File: src/rtl/tl_pkg.sv
// Shared phase encodings, lamp patterns and the per-phase lamp decode
// used by the two-road traffic-light sequencer.
`timescale 1ns/1ps
package tl_pkg;

    localparam logic [2:0] AG    = 3'd0;
    localparam logic [2:0] AY    = 3'd1;
    localparam logic [2:0] AR    = 3'd2;
    localparam logic [2:0] BG    = 3'd3;
    localparam logic [2:0] BY    = 3'd4;
    localparam logic [2:0] BR    = 3'd5;
    localparam logic [2:0] NIGHT = 3'd6;

    localparam logic [2:0] LAMP_R   = 3'b100;
    localparam logic [2:0] LAMP_Y   = 3'b010;
    localparam logic [2:0] LAMP_G   = 3'b001;
    localparam logic [2:0] LAMP_OFF = 3'b000;

    // Returns {road A lamps, road B lamps}; NIGHT flashing is applied by the caller.
    function automatic logic [5:0] lamp_decode(input logic [2:0] st);
        logic [5:0] lamps;
        case (st)
            AG:      lamps = {LAMP_G, LAMP_R};
            AY:      lamps = {LAMP_Y, LAMP_R};
            AR:      lamps = {LAMP_R, LAMP_R};
            BG:      lamps = {LAMP_R, LAMP_G};
            BY:      lamps = {LAMP_R, LAMP_Y};
            BR:      lamps = {LAMP_R, LAMP_R};
            default: lamps = {LAMP_OFF, LAMP_OFF};
        endcase
        return lamps;
    endfunction

endpackage

File: src/rtl/tl_tick_gen.sv
// Free-running prescaler producing a one-cycle tick every CLK_DIV clocks and
// a registered flag marking the first half of each period.
`timescale 1ns/1ps
module tl_tick_gen #(
    parameter int CLK_DIV = 50000000
) (
    input  logic clk,
    input  logic rst_n,
    input  logic clr_i,
    output logic tick_o,
    output logic first_half_o
);

    localparam int CW = (CLK_DIV > 1) ? $clog2(CLK_DIV) : 1;
    localparam logic [CW-1:0] LAST = CW'(CLK_DIV - 1);
    localparam logic [CW-1:0] HALF = CW'(CLK_DIV / 2);

    logic [CW-1:0] count_reg;
    logic [CW-1:0] count_next;
    logic          half_reg;

    always_comb begin
        count_next = count_reg + 1'b1;
        if (clr_i || count_reg == LAST) begin
            count_next = '0;
        end
    end

    // The half flag is registered from the next count so it lines up with count_reg.
    always_ff @(posedge clk or negedge rst_n) begin
        if (!rst_n) begin
            count_reg <= '0;
            half_reg  <= 1'b1;
        end else begin
            count_reg <= count_next;
            half_reg  <= (count_next < HALF);
        end
    end

    assign tick_o       = (count_reg == LAST);
    assign first_half_o = half_reg;

endmodule

File: src/rtl/tl_phase_sequencer.sv
// Two-road traffic-light phase sequencer with per-road adjustable green time
// and a flashing-yellow night mode.
`timescale 1ns/1ps
module tl_phase_sequencer
    import tl_pkg::*;
#(
    parameter int CLK_DIV   = 50000000,
    parameter int CNT_W     = 8,
    parameter int GREEN_DEF = 30,
    parameter int YELLOW_T  = 3,
    parameter int ALLRED_T  = 2,
    parameter int GREEN_MIN = 5,
    parameter int GREEN_MAX = 99
) (
    input  logic             clk,
    input  logic             rst_n,
    input  logic             night_i,
    input  logic             plus_i,
    input  logic             sub_i,
    input  logic             adj_sel_i,
    output logic [2:0]       lamp_a_o,
    output logic [2:0]       lamp_b_o,
    output logic [CNT_W-1:0] remain_o,
    output logic [2:0]       phase_o,
    output logic [CNT_W-1:0] green_a_o,
    output logic [CNT_W-1:0] green_b_o,
    output logic             sec_tick_o
);

    localparam logic [CNT_W-1:0] GREEN_DEF_W = CNT_W'(GREEN_DEF);
    localparam logic [CNT_W-1:0] YELLOW_W    = CNT_W'(YELLOW_T);
    localparam logic [CNT_W-1:0] ALLRED_W    = CNT_W'(ALLRED_T);
    localparam logic [CNT_W-1:0] GREEN_MIN_W = CNT_W'(GREEN_MIN);
    localparam logic [CNT_W-1:0] GREEN_MAX_W = CNT_W'(GREEN_MAX);
    localparam logic [CNT_W-1:0] ONE_W       = CNT_W'(1);

    logic [2:0]       state_reg;
    logic [2:0]       state_next;
    logic [CNT_W-1:0] remain_reg;
    logic [CNT_W-1:0] remain_next;
    logic [2:0]       lamp_a_reg;
    logic [2:0]       lamp_b_reg;
    logic             presc_clr;
    logic             tick;
    logic             first_half;
    logic [CNT_W-1:0] green_cur [2];

    tl_tick_gen #(
        .CLK_DIV (CLK_DIV)
    ) u_tick_gen (
        .clk          (clk),
        .rst_n        (rst_n),
        .clr_i        (presc_clr),
        .tick_o       (tick),
        .first_half_o (first_half)
    );

    // Night entry outranks any pending phase advance; loads use pre-adjust green values.
    always_comb begin
        state_next  = state_reg;
        remain_next = remain_reg;
        presc_clr   = 1'b0;
        if (state_reg != NIGHT) begin
            if (night_i) begin
                state_next  = NIGHT;
                remain_next = '0;
                presc_clr   = 1'b1;
            end else if (tick) begin
                if (remain_reg > ONE_W) begin
                    remain_next = remain_reg - ONE_W;
                end else begin
                    case (state_reg)
                        AG: begin
                            state_next  = AY;
                            remain_next = YELLOW_W;
                        end
                        AY: begin
                            state_next  = AR;
                            remain_next = ALLRED_W;
                        end
                        AR: begin
                            state_next  = BG;
                            remain_next = green_cur[1];
                        end
                        BG: begin
                            state_next  = BY;
                            remain_next = YELLOW_W;
                        end
                        BY: begin
                            state_next  = BR;
                            remain_next = ALLRED_W;
                        end
                        default: begin
                            state_next  = AG;
                            remain_next = green_cur[0];
                        end
                    endcase
                end
            end
        end else if (!night_i) begin
            state_next  = BR;
            remain_next = ALLRED_W;
            presc_clr   = 1'b1;
        end
    end

    always_ff @(posedge clk or negedge rst_n) begin
        if (!rst_n) begin
            state_reg  <= AG;
            remain_reg <= GREEN_DEF_W;
            lamp_a_reg <= LAMP_G;
            lamp_b_reg <= LAMP_R;
        end else begin
            state_reg                <= state_next;
            remain_reg               <= remain_next;
            {lamp_a_reg, lamp_b_reg} <= lamp_decode(state_next);
        end
    end

    // One saturating green-time register per road; index 0 is road A.
    genvar gi;
    generate
        for (gi = 0; gi < 2; gi++) begin : g_road
            logic [CNT_W-1:0] green_reg;
            logic             sel;

            assign sel = (adj_sel_i == 1'(gi));

            always_ff @(posedge clk or negedge rst_n) begin
                if (!rst_n) begin
                    green_reg <= GREEN_DEF_W;
                end else if (sel && plus_i && !sub_i) begin
                    if (green_reg < GREEN_MAX_W) begin
                        green_reg <= green_reg + ONE_W;
                    end
                end else if (sel && sub_i && !plus_i) begin
                    if (green_reg > GREEN_MIN_W) begin
                        green_reg <= green_reg - ONE_W;
                    end
                end
            end

            assign green_cur[gi] = green_reg;
        end
    endgenerate

    assign lamp_a_o   = (state_reg == NIGHT) ? (LAMP_Y & {3{first_half}}) : lamp_a_reg;
    assign lamp_b_o   = (state_reg == NIGHT) ? (LAMP_Y & {3{first_half}}) : lamp_b_reg;
    assign remain_o   = remain_reg;
    assign phase_o    = state_reg;
    assign green_a_o  = green_cur[0];
    assign green_b_o  = green_cur[1];
    assign sec_tick_o = tick;

endmodule
File: config.mk
export PLATFORM = sky130hd
export DESIGN_NAME = tl_phase_sequencer
export DESIGN_NICKNAME = d
export VERILOG_FILES = /design/src/rtl/tl_pkg.sv /design/src/rtl/tl_tick_gen.sv /design/src/rtl/tl_phase_sequencer.sv
export SDC_FILE = /design/constraint.sdc
export NUM_CORES = 1
export LEC_CHECK = 0
export CORE_AREA = 2 2 82 84
export CTS_BUF_LIST = sky130_fd_sc_hd__clkbuf_4 sky130_fd_sc_hd__clkbuf_8
export CTS_CLUSTER_SIZE = 10
export DETAILED_ROUTE_END_ITERATION = 16
export DIE_AREA = 0 0 84 86
export PLACE_DENSITY = 0.87
export SETUP_SLACK_MARGIN = 0.4
export SYNTH_ARGS = -nofsm -noshare
export SYNTH_HDL_FRONTEND = slang
export SYNTH_SLANG_ARGS = --single-unit
export TNS_END_PERCENT = 10
File: constraint.sdc
create_clock -name clk -period 5.1 [get_ports clk]
set_input_delay 0.765 -clock clk [delete_from_list [all_inputs] [get_ports clk]]
set_output_delay 0.765 -clock clk [all_outputs]
set_load 0.01 [all_outputs]
# [Word-level counts from Yosys, hierarchy flattened]
# Index checks and enable logic that the tools add are counted.
[classes] multipliers=0 bitwise=1 div_mod_pow=0 reduce_logical=23 order_cmp=6 add_sub_neg=6 n_eq_ne=16 n_shift=0 muxes=27
[ops] cell="8-bit two-way mux" count=13
[ops] cell="6-bit one-hot mux with 5 select lines" count=1
[ops] cell="26-bit by 1-bit adder with 26-bit output (second input constant)" count=1
[ops] cell="26-bit == test (second input constant)" count=1
[ops] cell="26-bit by 25-bit less-than comparator with 1-bit output (second input constant)" count=1
[ops] cell="26-bit two-way mux" count=1
[ops] cell="8-bit one-hot mux with 3 select lines" count=1
[ops] cell="8-bit by 1-bit subtractor with 8-bit output (second input constant)" count=3
[ops] cell="3-bit two-way mux" count=7
[ops] cell="8-bit by 1-bit adder with 8-bit output (second input constant)" count=2
[ops] cell="8-bit by 3-bit greater-than comparator with 1-bit output (second input constant)" count=2
[ops] cell="8-bit by 7-bit less-than comparator with 1-bit output (second input constant)" count=2
[ops] cell="3-bit one-hot mux with 5 select lines" count=1
[ops] cell="3-bit by 2-bit == test with 1-bit output (second input constant)" count=4
[ops] cell="3-bit == test (second input constant)" count=4
[ops] cell="8-bit by 1-bit greater-than comparator with 1-bit output (second input constant)" count=1
[ops] cell="1-bit logical AND" count=8
[ops] cell="2-bit nonzero test" count=4
[ops] cell="3-bit by 1-bit == test with 1-bit output (second input constant)" count=2
[ops] cell="3-bit logical NOT" count=2
[ops] cell="2-bit by 1-bit inequality test with 1-bit output (second input constant)" count=3
[ops] cell="3-bit inequality test (second input constant)" count=2
[ops] cell="3-bit AND reduction" count=2
[ops] cell="2-bit OR reduction" count=3
[ops] cell="5 further kinds" count=8
[word_totals] register_bits=60 inputBits=6 latch_bits=0 elab_cells=87 memories=0 rom_bits=0 out_inout_bits=34 ramBits=0

# [Depth between registers and ports, before layout]
# Gate-level depths: netlist (run 1).
[logic_depth] word_depth=9 mapped_depth=11 mapped_depth_nobuf=11

# [Cells and area by module]
# A second synthesis (run 1) with hierarchy kept.
[unflattened] hier_cells=418 area_unflattened_um2=3865.0
[by_module_without_submodules] module="tl_phase_sequencer" cells_each=253 area_each_um2=2368.5 instances=1 seq_area_each_um2=843.3
[by_module_without_submodules] module="tl_tick_gen" cells_each=165 area_each_um2=1496.4 instances=1 seq_area_each_um2=676.9

# [Worst setup path before layout (run 1)]
# Ideal clock, no wire load.
[synth_path] kind="flip-flop to flip-flop" startpoint="register u_tick_gen.count_reg[0]" endpoint="register lamp_a_reg[0]" path_slack_ns=2.397 required_time_ns=5.018 setup_ns=0.082 arrival_time_ns=2.621 synth_period_minus_slack_ns=2.703 stages_incl_launch_ff=12 path_buffers=2 cell_sequence="dfrtp_1 ha_1 clkbuf_2 and4_1 nand2_1 or4_1 buf_6 nor2_8 mux2_2 a211oi_1 inv_1 nor3_1"
[synth_via] elab_chain_cells=7 elab_cells_between_ends=12 cone_classes="6 x eq/ne; 4 x mux; 2 x reduce/logical"
[synth_rtl] item="start, declared" line="tl_tick_gen.sv:18" rtl="logic [CW-1:0] count_reg;"
[synth_rtl] item="start signal, assigned" line="tl_tick_gen.sv:35" rtl="count_reg <= count_next;"
[synth_rtl] item="26-bit == test (*)" line="tl_tick_gen.sv:40" rtl="assign tick_o = (count_reg == LAST);"
[synth_rtl] item="3-bit two-way mux (*)" line="tl_phase_sequencer.sv:68" rtl="end else if (tick) begin"
[synth_rtl] item="3-bit two-way mux (*)" line="tl_phase_sequencer.sv:64" rtl="if (night_i) begin"
[synth_rtl] item="3-bit two-way mux (*)" line="tl_phase_sequencer.sv:63" rtl="if (state_reg != NIGHT) begin"
[synth_rtl] item="named net state_next[1]" line="tl_phase_sequencer.sv:38" rtl="logic [2:0] state_next;"
[synth_rtl] item="3-bit == test / 3-bit by 2-bit == test with 1-bit output (equally long branches)" line="tl_pkg.sv:22" rtl="case (st)"
[synth_rtl] item="2-bit OR reduction (no source line)"
[synth_rtl] item="6-bit one-hot mux with 5 select lines (*)" line="tl_pkg.sv:22"
[synth_rtl] item="end signal, assigned" line="tl_phase_sequencer.sv:116" rtl="{lamp_a_reg, lamp_b_reg} <= lamp_decode(state_next);"
[synth_rtl] item="end, declared" line="tl_phase_sequencer.sv:41" rtl="logic [2:0] lamp_a_reg;"
# Mark *: on every way through the listed nets, which the timed path passes. The rest lies on a longest branch.
# A chain may end at the register's enable or synchronous reset.

# [Worst setup path in the final report (run 1)]
# Ends and elaborated chain as after synthesis.

==> results.py, run 1 <==
metrics = {
    "yosys": {
        "synth.avg_cell_area_um2": 8.98,
        "async_flop_share_pct": 100,
        "syn_area_um2": 3970,
        "yosysWarnings": 0,
        "syn_nets": 465,
        "syn-instance-count": 442,
        "synth_cell_types": 56,
        "ys.flop_type": "dfrtp_1",
        "seq_area_frac_synth_pct": 38.3,
        "synth-seq-cells": 60,
        "synth-edff-count": 0,
    },
    "sta": {
        "fin_setup_tns_ns": 0,
        "finalHoldViolations": 0,
        "fmax_ghz": 0.318,
        "period_share_pct": 61.7,
        "rsz0062_at_grt": "false",
        "fin_skew_ns": 0.00943,
        "finalWorstSetupSlack_ns": 1.95,
        "setup_viol": 0,
        "worstMarginPinSlew_ns": 0.740,
        "finalMaxSlewViolations": 0,
        "relSlewSlack_pct": 50.7,
        "post-route-min-period_ns": 3.15,
    },
    "pwr": {
        "power_frac_clock_pct": 20.6,
        "power_w": 0.00193,
        "power_switching_w": 0.000709,
        "p_int_w": 0.00122,
        "p_per_area_nw_per_um2": 424,
        "ir_drop_mv": 0.464,
        "leakage_nw": 1.84,
        "switching_share_pct": 36.7,
        "seq_power_share_pct": 38.4,
        "pwr-share-comb_pct": 41.0,
    },
    "detailed_routing": {
        "drtIter0Drc": 310,
        "wl_mm": 9.12,
        "vias_per_cell": 6.24,
        "drc": 0,
        "drtPass1Iterations": 5,
        "dr_total_vias": 3474,
        "wl_per_cell_um": 16.4,
        "ant_nets": 0,
    },
    "worst_setup_path": {
        "arrival_ns": 3.40,
        "cp.required_ns": 5.35,
        "rr_worst_depth": 9,
        "critPathLaunchType": "flop",
        "r2r_slack_ns": 1.95,
        "worstSetupEndpointType": "flop",
        "path_max_fanout": 9,
        "critPathKind": "flop to flop",
    },
    "clock_tree": {
        "clock-sinks": 60,
        "cts.reportedPaths.clkPinSlew_ns": 0.07,
        "cts_setup_buffers": 0,
        "cts_tree": "built",
        "cts_hold_buf": 0,
        "cts_buffers": 9,
        "clkLatencyLatePin_ns": 0.34,
        "htreeDepth": 3,
        "cts-root-buf": "clkbuf_8",
        "clockBufferDepth": 2,
        "post_cts_resized": 0,
    },
    "grt": {
        "antenna_found_initial": 0,
        "globalRoute.totalOverflow": 0,
        "grt_pass1_wl_mm": 15.8,
        "grt_pass1_vias": 3212,
        "grt_max_degree": 61,
        "track_usage_pct": 27.3,
    },
    "final_layout": {
        "insertedDiodeCount": 0,
        "fillCellCount": 471,
        "drive_gt1_share_pct": 10.2,
        "nNetsFinal": 498,
        "area_growth_pct": 14.6,
        "final_area_um2": 4550,
        "largest_reg_flops": 26,
    },
    "die": {
        "dieArea_um2": 7220,
        "design.core.area_um2": 6280,
        "chipHeight_um": 86,
        "die-width_um": 84,
        "row_count": 29,
        "start_util_pct": 63.3,
        "io_pins": 40,
    },
    "place": {
        "place_area_um2": 4370,
        "place_hpwl_mm": 6.60,
        "gp_congestion": 0.912,
        "pre_cts_slack_ns": 1.78,
        "port_buffers": 39,
    },
    "run": {
        "drv_cap": 0,
    },
    "status": {
        "run_status": "finished, final reports clean",
    },
    "worst_hold_path": {
        "hold_path.class": "flop to flop",
        "min_path_cells": 2,
    },
}
routing by layer:
| metal | track usage [%] | wire, um | up-vias |
|---|---|---|---|
| li1 | - | - | 1666 |
| met2 | 40.7 | 4090 | 122 |
| met4 | 10.6 | 108 | 0 |
| met1 | 40.7 | 4410 | 1673 |
| met5 | 0 | 0 | - |
| met3 | 3.56 | 513 | 13 |
Yosys cell counts (4+ instances only):
master	number	area [um^2]
xor2_1	14	123
clkbuf_1	8	30.0
a21oi_1	26	130
mux2_2	9	101
dfstp_2	15	394
o21ai_0	27	135
nor2b_1	4	25.0
dfrtp_1	45	1130
nand4_1	8	50.1
inv_1	11	41.3
buf_2	5	25.0
nand3b_1	4	30.0
a21o_1	8	60.1
nand3_1	13	65.1
a211oi_1	6	45.0
nor3_1	17	85.1
nand2b_1	7	43.8
ha_1	15	188
nand2_1	35	131
xnor2_1	26	228
nor2_1	50	188
or3_1	4	25.0
and4_1	6	52.6
a22o_1	8	70.1
and2_1	7	43.8
and3_1	7	43.8
nor4_1	9	56.3
worst max-delay path, stage by stage (launching register included):
cell and delay [ns]:
dfrtp_1 0.43, ha_1 0.35, and4_1 0.23, nand2_1 0.06, or4_1 0.71, nor2_8 0.23
mux2_2 0.34, a211oi_1 0.40, inv_1 0.11, nor3_1 0.19
power by group through the flow:
stage / combinational [W] / clock, W / sequential, W
floorplan: 0.000508 / 0 / 0.000722
global placement: 0.000752 / 0 / 0.000741
detailed placement: 0.000783 / 0 / 0.000746
CTS: 0.000788 / 0.000404 / 0.000739
global route: 0.000873 / 0.000426 / 0.000762
finish: 0.000791 / 0.000398 / 0.000742
final cells by class:
cell class,count,area (um^2),area share (%)
tap,77,96.3,2.12
timing repair buffer,41,400,8.80
multi-input combinational,352,2310,50.8
inverter,11,41.3,0.907
sequential,60,1520,33.4
clock buffer,16,183,4.01
kinds of logic after synthesis:
kind of cell,Yosys count,synth area share [%]
adder cells (fa/ha/maj),17,5.73
AO/OA/AOI/OAI,101,16.4
XOR/XNOR,40,8.82
buffers and inverters,30,3.53
multiplexers,10,2.80
flip-flops,60,38.3
AND/OR/NAND/NOR,184,24.4
per-stage QoR:
step	hold slack, ns	cells	util [%]
after floorplan	0.469	442	-
after global placement	0.492	541	69.6
final	0.501	557	72.5
after global routing	0.560	557	72.5
after CTS	0.505	557	72.5
after detailed placement	0.496	541	69.6
path summary, 6_finish.rpt:
kind,from,end
min,remain_o[4]$_DFFE_PN1P_,remain_o[4]$_DFFE_PN1P_
min in group asynchronous,rst_n,u_tick_gen.count_reg[8]$_DFF_PN0_
min reg2reg,remain_o[4]$_DFFE_PN1P_,remain_o[4]$_DFFE_PN1P_
max,u_tick_gen.count_reg[0]$_DFF_PN0_,lamp_a_reg[0]$_DFF_PN1_
max reg2reg,u_tick_gen.count_reg[0]$_DFF_PN0_,lamp_a_reg[0]$_DFF_PN1_
max in group asynchronous,rst_n,green_a_o[5]$_DFFE_PN0P_
cell usage in the layout (no fill, tap or decap), drive strengths merged, types with 6 or more instances in the layout:
| master | Yosys | final |
|---|---|---|
| a21oi | 26 | 26 |
| xnor2 | 26 | 26 |
| mux2 | 9 | 9 |
| a211oi | 6 | 6 |
| and2 | 8 | 8 |
| xor2 | 14 | 14 |
| dfrtp | 45 | 45 |
| nand2b | 7 | 7 |
| a21o | 8 | 8 |
| nor2 | 51 | 51 |
| dfstp | 15 | 15 |
| and3 | 7 | 7 |
| o21ai | 27 | 27 |
| a22o | 8 | 8 |
| clkdlybuf4s50 | 0 | 38 |
| nor3 | 19 | 19 |
| nor4 | 10 | 10 |
| nand4 | 8 | 8 |
| nand2 | 35 | 35 |
| nand3 | 13 | 13 |
| clkbuf | 11 | 16 |
| ha | 15 | 15 |
| and4 | 6 | 6 |
| inv | 11 | 11 |
Power figures use the tool's default switching activity.
==> run 2, diff against run 1 <==
Settings changed: CORE_AREA 2 2 82 84 to 2 2 86 88, DIE_AREA 0 0 84 86 to 0 0 88 90, PLACE_DENSITY 0.87 to 0.8.
Clock period 5.1 ns to 3.3 ns, I/O delays scaled along.
==> run 2 against run 1 <==
Core utilization is 6.0 points lower. Largest cell class unchanged. Flip-flop and latch count did not move. Total power grew 59%. Critical path type unchanged.
==> results.py, run 2 (synthesized netlist as in run 1, its figures left out) <==
metrics = {
    "clock_tree": {
        "clkLatencyLatePin_ns": 0.34,
        "clockBufferDepth": 2,
        "cts_setup_buffers": 0,
        "cts.reportedPaths.clkPinSlew_ns": 0.06,
        "cts_buffers": 9,
        "cts-root-buf": "clkbuf_8",
        "clock-sinks": 60,
        "htreeDepth": 3,
        "cts_tree": "built",
    },
    "sta": {
        "fin_setup_tns_ns": 0,
        "rsz0062_at_grt": "true",
        "relSlewSlack_pct": 44.1,
        "fin_skew_ns": 0.0118,
        "fmax_ghz": 0.357,
        "finalMaxSlewViolations": 0,
        "finalHoldViolations": 0,
        "setup_viol": 0,
        "finalWorstSetupSlack_ns": 0.503,
        "period_share_pct": 84.8,
        "worstMarginPinSlew_ns": 0.836,
        "post-route-min-period_ns": 2.80,
    },
    "place": {
        "place_hpwl_mm": 6.77,
        "pre_cts_slack_ns": 0.109,
        "port_buffers": 39,
        "gp_congestion": 0.950,
    },
    "detailed_routing": {
        "drc": 0,
        "ant_nets": 0,
        "drtIter0Drc": 209,
        "dr_total_vias": 3498,
        "wl_per_cell_um": 15.8,
        "wl_mm": 9.26,
        "vias_per_cell": 5.98,
        "drtPass1Iterations": 5,
    },
    "die": {
        "dieArea_um2": 7920,
        "chipHeight_um": 90,
        "die-width_um": 88,
        "row_count": 31,
        "design.core.area_um2": 7020,
        "io_pins": 40,
        "start_util_pct": 56.6,
    },
    "final_layout": {
        "largest_reg_flops": 26,
        "drive_gt1_share_pct": 12.3,
        "nNetsFinal": 504,
        "insertedDiodeCount": 0,
        "layout_common_cells": "50 x nor2_1, 45 x dfrtp_1, 38 x clkdlybuf4s50_1, 35 x nand2_1, 27 x o21ai_0",
        "layout_commonest_cell": "nor2_1",
        "fillCellCount": 560,
        "area_growth_pct": 17.5,
    },
    "worst_setup_path": {
        "rr_startpoint": "u_tick_gen.count_reg[0]$_DFF_PN0_",
        "worstSetupEndpointType": "flop",
        "cp.required_ns": 3.55,
        "critPathLaunchType": "flop",
        "arrival_ns": 3.05,
        "path_max_fanout": 9,
        "critPathKind": "flop to flop",
        "critPathLaunch": "u_tick_gen.count_reg[0]$_DFF_PN0_",
    },
    "run": {
        "drv_cap": 0,
    },
    "pwr": {
        "p_per_area_nw_per_um2": 660,
        "leakage_nw": 1.89,
        "ir_drop_mv": 0.503,
    },
    "grt": {
        "grt_pass1_vias": 3321,
        "grt_pass1_wl_mm": 16.0,
        "globalRoute.totalOverflow": 0,
        "track_usage_pct": 25.4,
        "grt_max_degree": 34,
        "antenna_found_initial": 0,
    },
    "status": {
        "run_status": "finished, final reports clean",
    },
    "worst_hold_path": {
        "hold_path.class": "input pin to async pin",
    },
}
==> run 2: power breakdown <==
group          total, W  switching (W)  internal, W  leakage (nW)
clock network  0.000685       0.000270     0.000415         0.111
logic           0.00125       0.000590     0.000658          1.02
registers       0.00114       0.000248     0.000897         0.753
total           0.00308        0.00111      0.00197          1.89
==> run 2: final timing paths <==
kind                                                      end  depth (start not counted)  slack [ns]
min reg2reg                           remain_o[4]$_DFFE_PN1P_                          2        0.54
min in group clk                      remain_o[4]$_DFFE_PN1P_                          2        0.54
max in group asynchronous             remain_o[2]$_DFFE_PN1P_                          2        2.26
max                                   lamp_a_reg[0]$_DFF_PN1_                          9        0.50
min                        u_tick_gen.count_reg[14]$_DFF_PN0_                          1        0.16
max reg2reg                           lamp_a_reg[0]$_DFF_PN1_                          9        0.50
==> run 2: stage by stage <==
step,hold slack (ns),power [W],utilization [%],cells,cell area (um^2)
2_1_floorplan,0.199,0.00190,-,442,3970
3_3_place_gp,0.490,0.00232,63.3,569,4440
3_5_place_dp,0.520,0.00238,63.3,569,4440
4_1_cts,0.178,0.00308,66.4,585,4660
5_1_grt,0.208,0.00329,66.5,585,4670
6_report,0.161,0.00308,66.5,585,4670
==> run 2: layout make-up <==
type	count	area [um^2]	share of cell area [%]
Multi-Input combinational cell	352	2330	49.9
Sequential cell	60	1520	32.6
Timing Repair Buffer	47	445	9.54
Clock buffer	14	174	3.73
Tap cell	99	124	2.65
Inverter	11	41.3	0.885
Clock inverter	2	35.0	0.751
==> run 2: what timing repair did <==
item,4_1_cts,5_1_grt
setup endpoints to repair,4,5
hold buffers,0,0
gates resized for setup,2,3
==> run 2: critical path: stages, from the launching register on <==
cell      delay, ns
dfrtp_1        0.44
ha_2           0.28
and4_1         0.20
nand2_1        0.07
or4_4          0.58
nor2_8         0.19
mux2_2         0.36
a211oi_2       0.32
inv_1          0.10
nor3_1         0.18
==> run 2: metal layers <==
metal / track usage [%] / part of all wire [%] / vias to the layer above
met2: 36.9 / 45 / 115
met3: 4.04 / 4.6 / 20
met1: 37.7 / 48 / 1677
met4: 9.87 / 2.2 / 0
li1: - / - / 1686
met5: 0 / 0 / -
